**src/rtl/fetch_unit.sv**
```systemverilog
// Instruction-fetch stage: a two-entry buffer holding the word at PC and a
// sequential prefetch of PC+4, filled over a single-outstanding req/ack bus.
// Stall is raised whenever the word at PC is not available this cycle.
module fetch_unit #(
  parameter int unsigned AW = 32,
  parameter int unsigned DW = 32,
  parameter int unsigned CW = 32
) (
  input  logic          clk,
  input  logic          reset,
  input  logic [AW-1:0] PC,
  output logic [DW-1:0] Instr,
  output logic          InstrValid,
  output logic          Stall,
  output logic          IReq,
  output logic [AW-1:0] IAddr,
  input  logic          IAck,
  input  logic [DW-1:0] IRData,
  output logic [CW-1:0] StallCount
);

  // Addresses are handled as word addresses throughout.
  localparam int unsigned WW = AW - 2;

  localparam logic [0:0] StIdle = 1'b0;
  localparam logic [0:0] StWait = 1'b1;

  logic [1:0]                 valid_q, valid_d;
  logic [1:0][WW-1:0]         addr_q, addr_d;
  logic [1:0][DW-1:0]         data_q, data_d;
  logic [0:0]                 state_q, state_d;
  logic                       ireq_q, ireq_d;
  logic [WW-1:0]              iaddr_q, iaddr_d;
  logic [CW-1:0]              cnt_q, cnt_d;

  logic [WW-1:0] pc_w, pc_nx_w;
  logic [1:0]    hit, nxt, dup;
  logic          ack_ok, bypass, fill_en, fill_idx;

  // Byte offset of PC carries no meaning for a word fetch.
  logic unused_pc_lsb;
  assign unused_pc_lsb = ^PC[1:0];

  assign pc_w    = PC[AW-1:2];
  assign pc_nx_w = pc_w + WW'(1);  // wraps modulo 2^AW
  assign ack_ok  = IAck && (state_q == StWait);
  assign bypass  = ack_ok && (iaddr_q == pc_w);
  assign fill_en = ack_ok && ((iaddr_q == pc_w) || (iaddr_q == pc_nx_w));

  assign IReq       = ireq_q;
  assign IAddr      = {iaddr_q, 2'b00};
  assign StallCount = cnt_q;

  // Per-entry address matches against PC, PC+4 and the returning address.
  always_comb begin
    hit = '0;
    nxt = '0;
    dup = '0;
    for (int i = 0; i < 2; i++) begin
      hit[i] = valid_q[i] && (addr_q[i] == pc_w);
      nxt[i] = valid_q[i] && (addr_q[i] == pc_nx_w);
      dup[i] = valid_q[i] && (addr_q[i] == iaddr_q);
    end
  end

  // Instruction presented to the datapath: response bypass, then buffer hit.
  always_comb begin
    Instr      = '0;
    InstrValid = 1'b0;
    if (bypass) begin
      Instr      = IRData;
      InstrValid = 1'b1;
    end else if (hit[0]) begin
      Instr      = data_q[0];
      InstrValid = 1'b1;
    end else if (hit[1]) begin
      Instr      = data_q[1];
      InstrValid = 1'b1;
    end
    Stall = ~InstrValid;
  end

  // Fill target: existing copy, else a free entry, else the entry holding
  // neither PC nor PC+4 (always exists since the requested word was absent).
  always_comb begin
    fill_idx = 1'b1;
    if (dup[0]) begin
      fill_idx = 1'b0;
    end else if (dup[1]) begin
      fill_idx = 1'b1;
    end else if (!valid_q[0]) begin
      fill_idx = 1'b0;
    end else if (!valid_q[1]) begin
      fill_idx = 1'b1;
    end else if (!hit[0] && !nxt[0]) begin
      fill_idx = 1'b0;
    end
  end

  // Buffer next state; responses for addresses other than PC/PC+4 are dropped.
  always_comb begin
    valid_d = valid_q;
    addr_d  = addr_q;
    data_d  = data_q;
    if (fill_en) begin
      valid_d[fill_idx] = 1'b1;
      addr_d[fill_idx]  = iaddr_q;
      data_d[fill_idx]  = IRData;
    end
  end

  // Request FSM: demand fetch first, then prefetch, one request in flight.
  always_comb begin
    state_d = state_q;
    ireq_d  = ireq_q;
    iaddr_d = iaddr_q;
    case (state_q)
      StIdle: begin
        if (!(|hit)) begin
          ireq_d  = 1'b1;
          iaddr_d = pc_w;
          state_d = StWait;
        end else if (!(|nxt)) begin
          ireq_d  = 1'b1;
          iaddr_d = pc_nx_w;
          state_d = StWait;
        end
      end
      StWait: begin
        if (IAck) begin
          ireq_d  = 1'b0;
          state_d = StIdle;
        end
      end
      default: state_d = StIdle;
    endcase
  end

  // Saturating count of stalled cycles.
  always_comb begin
    cnt_d = cnt_q;
    if (Stall && (cnt_q != {CW{1'b1}})) begin
      cnt_d = cnt_q + CW'(1);
    end
  end

  // State registers with synchronous reset.
  always_ff @(posedge clk) begin
    if (reset) begin
      valid_q <= '0;
      addr_q  <= '0;
      data_q  <= '0;
      state_q <= StIdle;
      ireq_q  <= 1'b0;
      iaddr_q <= '0;
      cnt_q   <= '0;
    end else begin
      valid_q <= valid_d;
      addr_q  <= addr_d;
      data_q  <= data_d;
      state_q <= state_d;
      ireq_q  <= ireq_d;
      iaddr_q <= iaddr_d;
      cnt_q   <= cnt_d;
    end
  end

endmodule
```
**config.mk**
```make
export PLATFORM = sky130hd
export DESIGN_NAME = fetch_unit
export DESIGN_NICKNAME = d
export VERILOG_FILES = /design/src/rtl/fetch_unit.sv
export SDC_FILE = /design/constraint.sdc
export NUM_CORES = 1
export LEC_CHECK = 0
export ABC_AREA = 1
export CELL_PAD_IN_SITES_DETAIL_PLACEMENT = 0
export CELL_PAD_IN_SITES_GLOBAL_PLACEMENT = 1
export CORE_MARGIN = 2
export CORE_UTILIZATION = 35
export CTS_CLUSTER_SIZE = 12
export DETAILED_ROUTE_END_ITERATION = 16
export PLACE_DENSITY = 0.83
export SLEW_MARGIN = 20
export SYNTH_ARGS = -nofsm -noshare
export SYNTH_HDL_FRONTEND = slang
export SYNTH_SLANG_ARGS = --single-unit
```
**constraint.sdc**
```tcl
create_clock -name clk -period 7.6 [get_ports clk]
set_clock_uncertainty 0.15 [all_clocks]
set_input_delay 0.76 -clock clk [delete_from_list [all_inputs] [get_ports clk]]
set_output_delay 0.76 -clock clk [all_outputs]
set_load 0.005 [all_outputs]
```
Word level (Yosys, flattened, before mapping)

Index checks and enable logic that the tools add are counted.

Register bits: 190
Input bits: 67
Output and inout port bits: 99
Logic and storage cells: 76

Add/subtract/negate cells: 2
Order comparisons: 2
Equality and inequality tests: 12
Multiplexer cells: 29
Bitwise operators: 3
Reduce and logical (&&, ||, !) cells: 19

Operators with widths:

| kind                  | count |
|---|---|
| $eq 30x30->1          | 8 |
| $mux 32               | 4 |
| $mux 30               | 3 |
| $bwmux 64             | 1 |
| $bwmux 60             | 1 |
| $add 32x1->32 const B | 1 |
| $demux 32 s1          | 1 |
| $ne 32x32->1 const B  | 1 |
| $add 30x1->30 const B | 1 |
| $demux 30 s1          | 1 |
| $mux 1                | 15 |
| $logic_and 1x1->1     | 12 |
| $ne 2x2->1 const B    | 2 |
| $pmux 1 s2            | 2 |
| $reduce_and 2->1      | 2 |
| $reduce_or 2->1       | 2 |
| $ne 3x3->1 const B    | 1 |
| $logic_not 1->1       | 2 |
| $lt 1x2->1 const B    | 1 |
| $not 1->1             | 2 |
| $or 2x2->2            | 1 |
| $demux 1 s1           | 1 |
| $ge 1x1->1 const B    | 1 |
| $logic_or 1x1->1      | 1 |

Longest topological paths before layout

Gate-level depths: netlist of run 1.

Depth after elaboration: 15
Gate-level depth with buffers: 23
Depth with buffers taken out: 22

Worst setup path after synthesis of run 1

Ideal clock, no wire load.

Kind: in2out
Start: input PC[11]
End: output Instr[10]
Data arrival time: 2.585 ns
Required time: 6.690 ns
Path slack: 4.105 ns
Cell stages on the path: 11
Buffers on the path: 3
Cells stage by stage: buf_4 -> xnor2_1 -> nand4_1 -> nor2_1 -> and3_1 -> nand3_1 -> nand2_1 -> clkbuf_1 -> clkbuf_1 -> nand3_1 -> o21ai_0

Longest elaborated chain between the ends: 5
Elaborated cells between the ends (all ways): 9
Classes of those cells: eq/ne: 3; mux: 3; reduce/logical: 3

Ends and longest elaborated chain:

| what               | line | RTL |
|---|---|---|
| start: declaration | 11   | `input logic [AW-1:0] PC,` |
| $eq 30x30->1       | 60   | `hit[i] = valid_q[i] && (addr_q[i] == pc_w);` |
| $logic_and 1x1->1  | 60   |  |
| $mux 32            | 76   | `end else if (hit[1]) begin` |
| $mux 32            | 73   | `end else if (hit[0]) begin` |
| $mux 32 (*)        | 70   | `if (bypass) begin` |
| end: declaration   | 12   | `output logic [DW-1:0] Instr,` |

Mark *: on every way between the ends. The rest lies on a longest branch, timed or not.

Final worst setup path of run 1

Start: input PC[15]
End: output Instr[6]

The elaborated chain is that of the path after synthesis.

==> impl_metrics.py, run 1 <==
metrics = {
    "critical_path": {
        "critPathKind": "in -> out",
        "worstSetupEndpointType": "output port",
        "arrival_ns": 4.83,
        "cp_slowest_stage_delay_ns": 0.79,
        "critical_path.top_delay_family": "buffers and inverters",
        "slowest_stage": "clkdlybuf4s50_1",
        "crit_buf_inv": 5,
        "path_cells": "clkdlybuf4s50_1, xor2_1, inv_1, nand4_1, nor2_1, and3_1, nand3_1, clkinv_1, buf_4, o21ai_0, nand3_1, o21ai_0, clkdlybuf4s50_1",
        "critPathLaunchType": "primary input",
        "crit_required_ns": 6.69,
        "worstPathMaxFanout": 34,
    },
    "timing": {
        "fin_ws_ns": 1.86,
        "fmax_mhz": 174,
        "rsz0062_at_grt": "no",
        "final-setup-viol-count": 0,
        "maxSlewHeadroom": 0.311,
        "finalHoldViolCount": 0,
        "finalSetupTns_ns": 0,
        "worst_pin_slew_ns": 1.02,
        "period_needed_ns": 5.74,
        "slew_violations": 0,
        "finalCritPeriodShare": 0.755,
    },
    "pwr": {
        "pwr-share-clk": 0.383,
        "p_sw_frac": 0.324,
        "p_per_area_nw_per_um2": 136,
        "total_power_mw": 2.36,
        "leakagePower_nw": 7.25,
        "seqPwrFrac": 0.442,
        "netSwitchingPower_uw": 764,
        "internal-power_mw": 1.59,
        "irDropWorstVdd_mv": 0.172,
        "power_frac_comb": 0.175,
    },
    "run_status": {
        "status": "complete, no violations",
    },
    "final_layout": {
        "syn_to_final_growth_pct": 15.2,
        "n_fill_cell": 4671,
        "nNetsFinal": 2695,
        "drive_gt1_frac": 0.0561,
        "finalNonFillerCells": 3178,
        "diodes": 0,
    },
    "synthesis": {
        "syn_area_um2": 15000,
        "yosys_register_bits": 190,
        "synth-main-ff-cell": "dfxtp_1",
        "yosysSeqAreaShare": 0.253,
        "synth_top_area_share": 0.253,
        "synth.avg_cell_area_um2": 5.83,
        "async_flop_share": 0,
        "yosysWarnings": 0,
        "synth.area.top_cells": "dfxtp_1 25%, nand2_1 18%, nor2_1 7.8%, nand3_1 7.2%, inv_1 6.9%",
        "synth_cell_types": 45,
        "synthCells": 2576,
        "synth.largest_area_cell": "dfxtp_1",
        "synth_edf_count": 0,
    },
    "place": {
        "dp_cells": 3146,
        "portBuffers": 161,
        "place_ws_ns": 1.92,
        "gp_congestion": 1.01,
        "hpwl_um": 49600,
    },
    "clock_network": {
        "cts_tree": "built",
        "cts_max_path_buffers": 2,
        "cts-htree-levels": 4,
        "tritoncts.num_buffers": 17,
        "post_cts_resize_count": 0,
        "post-cts-setup-buffers": 0,
        "clock_latency_ns": 0.48,
        "clock-sinks": 190,
        "path_clk_slew_ns": 0.07,
        "clk_root_buffer_cell": "clkbuf_16",
        "ctsHoldBuffers": 0,
    },
    "global_routing": {
        "first_global_vias": 15900,
        "grt_pass1_wl_um": 97700,
        "grt_overflow": 0,
        "grt_use_total": 0.290,
        "antenna_found_initial": 0,
        "grt_max_degree": 103,
    },
    "floorplan": {
        "io_pins": 166,
        "rows": 75,
        "start_util": 0.357,
        "dieArea_um2": 44600,
        "die_h_um": 211,
        "coreArea_um2": 42100,
        "dieWidth_um": 211,
    },
    "drt": {
        "routed_wl_um": 64900,
        "drt-met1-wl_um": 28700,
        "highest_layer": "met4",
        "dr.pass1.iters": 6,
        "wl_per_cell_um": 20.4,
        "drtAntennaViolNets": 0,
        "wl_met3_um": 4500,
        "drc_errors": 0,
        "vias_per_cell": 5.38,
        "wl_met2_um": 29800,
        "num_vias": 17100,
        "drt_iter0_markers": 1477,
    },
    "flow_run": {
        "max_cap_viol_count": 0,
    },
    "worst_hold_path": {
        "min_path_type": "reg -> reg",
    },
}
-- layout make-up --
type                       instances  area (um^2)  area share
sequential                       190         3800       0.220
tap                              539          674      0.0390
clock inverter                    14          126     0.00730
timing repair buffer             178         1760       0.102
multi-input combinational       1906         9250       0.535
inverter                         333         1250      0.0724
clock buffer                      18          439      0.0254
-- flip-flops by register name (all words and copies together) (netlist names) --
name and cells:
StallCount 32, state_q 1, data_q 64, valid_q 2, IReq 1, addr_q 60
iaddr_q 30
-- stage by stage --
step | hold slack (ns) | instance area (um^2) | utilization
6_report | 0.335 | 17300 | 0.411
3_5_place_dp | 0.321 | 16700 | 0.397
2_1_floorplan | 0.293 | 15000 | -
4_1_cts | 0.339 | 17300 | 0.411
3_3_place_gp | 0.309 | 16700 | 0.397
5_1_grt | 0.364 | 17300 | 0.411
-- Yosys cell counts, types with 3 or more instances --
cell,instances
xnor2_1,54
buf_4,19
and3_1,4
nor2_1,311
nand4_1,115
nor3_1,34
a21oi_1,143
nor4b_1,3
nand2_2,13
nand2_1,717
buf_6,6
nor4_1,22
nor2_4,6
or2_2,3
xor2_1,85
inv_2,57
o2111ai_1,9
nand3b_1,7
dfxtp_1,190
nand3_1,216
buf_2,53
nor2_2,8
clkbuf_1,56
nor3b_1,6
o21ai_1,3
buf_1,13
nand2_4,3
inv_1,275
o21ai_0,107
a221oi_1,5
o22ai_1,13
-- power by group through the flow --
stage	logic, mW	registers (mW)	clock network (mW)
2_1_floorplan	0.248	1.05	0
3_3_place_gp	0.406	1.07	0
3_5_place_dp	0.405	1.07	0
4_1_cts	0.407	1.04	0.930
5_1_grt	0.447	1.04	0.962
6_report	0.412	1.04	0.902
-- layer usage --
layer | track usage | vias to the layer above
met3 | 0.0427 | 90
met4 | 0.0920 | 0
met5 | 0 | -
met2 | 0.471 | 665
met1 | 0.396 | 8005
li1 | - | 8327
-- tightest hold or removal path, delay by kind of cell (launching register included) --
| family | cells | cell delay [ns] |
|---|---|---|
| flip-flops | 1 | 0.33 |
| AND/OR/NAND/NOR | 1 | 0.08 |
| AO/OA/AOI/OAI | 1 | 0.04 |
-- layout by cell type (no fill, tap or decap), types with 7 or more instances in the layout --
cell type	instances
inv_2	57
nor3_1	34
nand3_1	216
o21ai_0	107
nand3b_1	7
clkdlybuf4s50_1	160
o2111ai_1	9
nor4_1	22
nor2_1	311
o22ai_1	13
clkbuf_16	17
dfxtp_1	190
nor2_2	8
xor2_1	85
buf_4	15
nand2_2	14
nand4_1	115
a21oi_1	143
xnor2_1	54
inv_1	274
nand2_1	715
-- kinds of logic after synthesis --
logic type	synth area share
compound gates	0.101
xor+xnor	0.0810
buf+inv	0.132
simple gates	0.430
flops	0.253
other cells	0.000250
fa+ha+maj	0.00167
-- path summary, 6_finish.rpt --
kind         slack, ns         end  cells after the start        from
max               1.86    Instr[6]                     13      PC[15]
min               0.34  data_q[11]                      2  data_q[11]
max reg2reg       3.30   addr_q[6]                     16  addr_q[13]
min reg2reg       0.34  data_q[11]                      2  data_q[11]
(Power assumes the default switching activity.)
==> run 2: changes to the inputs <==
==> constraint.sdc (replaced) <==
create_clock -name clk -period 5.8 [get_ports clk]
set_clock_uncertainty 0.15 [all_clocks]
set_input_delay 0.58 -clock clk [delete_from_list [all_inputs] [get_ports clk]]
set_output_delay 0.58 -clock clk [all_outputs]
set_load 0.005 [all_outputs]
==> run 2 against run 1 <==
Against the previous run: setup slack worse by 0.92 ns; non-clock buffer count is 27 higher; sequential share of layout area is 0.38 points lower; wire length is 0.96% higher; cell area is 1.8% higher; core utilization is 0.73 points higher; power is 34% higher; global-route usage is 0.43 points higher; register-to-register slack worse by 1.5 ns; final cell count is 0.82% higher; die area stayed put.
==> impl_metrics.py, run 2 (same netlist as run 1, synthesis figures left out) <==
metrics = {
    "run_status": {
        "status": "complete, no violations",
    },
    "clock_network": {
        "post_cts_resize_count": 0,
        "clk_root_buffer_cell": "clkbuf_16",
        "path_clk_slew_ns": 0.06,
        "tritoncts.num_buffers": 17,
        "ctsHoldBuffers": 0,
        "cts_tree": "built",
        "clock_latency_ns": 0.48,
        "post-cts-setup-buffers": 0,
        "cts_max_path_buffers": 2,
        "cts-htree-levels": 4,
        "clock-sinks": 190,
    },
    "drt": {
        "vias_per_cell": 5.34,
        "num_vias": 17100,
        "routed_wl_um": 65500,
        "drt_iter0_markers": 1451,
        "dr.pass1.iters": 7,
        "drtAntennaViolNets": 0,
        "wl_per_cell_um": 20.5,
        "drc_errors": 0,
    },
    "timing": {
        "period_needed_ns": 4.86,
        "worst_pin_slew_ns": 1.01,
        "final-setup-viol-count": 0,
        "finalSetupTns_ns": 0,
        "fmax_mhz": 206,
        "rsz0062_at_grt": "no",
        "finalCritPeriodShare": 0.838,
        "fin_ws_ns": 0.941,
        "holdWs_ns": 0.309,
        "maxSlewHeadroom": 0.316,
        "finalHoldViolCount": 0,
        "slew_violations": 0,
    },
    "global_routing": {
        "grt_max_degree": 111,
        "grt_overflow": 0,
        "first_global_vias": 16200,
        "grt_use_total": 0.294,
        "antenna_found_initial": 0,
        "grt_pass1_wl_um": 98900,
    },
    "critical_path": {
        "arrival_ns": 4.13,
        "worstSetupEndpointType": "output port",
        "worstPathMaxFanout": 19,
        "reg2reg_from": "iaddr_q[19]",
        "crit_required_ns": 5.07,
        "critPathKind": "in -> out",
        "timing.critical_path.from": "PC[15]",
        "critPathLaunchType": "primary input",
    },
    "floorplan": {
        "dieArea_um2": 44600,
        "coreArea_um2": 42100,
        "dieWidth_um": 211,
        "start_util": 0.357,
        "die_h_um": 211,
        "io_pins": 166,
        "rows": 75,
    },
    "final_layout": {
        "nNetsFinal": 2722,
        "drive_gt1_frac": 0.0642,
        "syn_to_final_growth_pct": 17.2,
        "n_fill_cell": 4583,
        "seq_area_um2": 3800,
        "final_common_cell": "nand2_1",
        "multi_input_area_um2": 9250,
        "largest-register": "data_q",
        "largest_reg_flops": 64,
        "final_cell_mix": "715 x nand2_1, 311 x nor2_1, 274 x inv_1",
    },
    "place": {
        "place_ws_ns": 0.867,
        "gp_congestion": 1.02,
        "portBuffers": 161,
        "hpwl_um": 50500,
    },
    "flow_run": {
        "max_cap_viol_count": 0,
    },
    "pwr": {
        "leakagePower_nw": 7.41,
        "irDropWorstVdd_mv": 0.201,
        "p_per_area_nw_per_um2": 179,
    },
    "worst_hold_path": {
        "min_path_type": "reg -> reg",
        "min-delay-start": "IReq",
    },
}
-- run 2: area by class of cell --
cell class | instances | area share
clock inverters | 11 | 0.00881
diodes | 1 | 0.000142
well taps | 539 | 0.0383
flip-flops and latches | 190 | 0.216
repair buffers | 205 | 0.116
multi-input cells | 1906 | 0.525
inverters | 333 | 0.0711
clock buffers | 19 | 0.0246
-- run 2: per-layer routing --
layer  share of wire  track usage
met1            0.43        0.389
met2            0.47        0.485
met3           0.074       0.0504
met4           0.029       0.0998
met5               0            0
-- run 2: per-stage QoR --
stage | instances | util | power (mW) | cell area, um^2
2_1_floorplan | 2577 | - | 1.70 | 15000
3_3_place_gp | 3173 | 0.404 | 1.94 | 17000
3_5_place_dp | 3173 | 0.404 | 1.94 | 17000
4_1_cts | 3203 | 0.418 | 3.18 | 17600
5_1_grt | 3203 | 0.418 | 3.28 | 17600
6_report | 3204 | 0.418 | 3.16 | 17600
-- run 2: final timing paths --
check                    end  slack, ns  cells past startpoint
setup / recovery       Stall       0.94                     10
hold / removal          IReq       0.31                      2
setup reg to reg  data_q[63]       1.82                     13
hold reg to reg         IReq       0.31                      2
-- run 2: power breakdown --
part / internal (mW) / total (mW) / switching [mW]
Sequential: 1.32 / 1.37 / 0.0459
Clock: 0.679 / 1.24 / 0.562
Combinational: 0.196 / 0.551 / 0.355
-- run 2: worst max-delay path: stages --
cell and delay [ns]:
clkdlybuf4s50_1 0.83, xor2_1 0.46, inv_1 0.14, nand4_1 0.10
nor2_1 0.04, and3_1 0.20, nand3_1 0.12, nand2_2 0.33
a21oi_1 0.68, clkdlybuf4s50_1 0.63
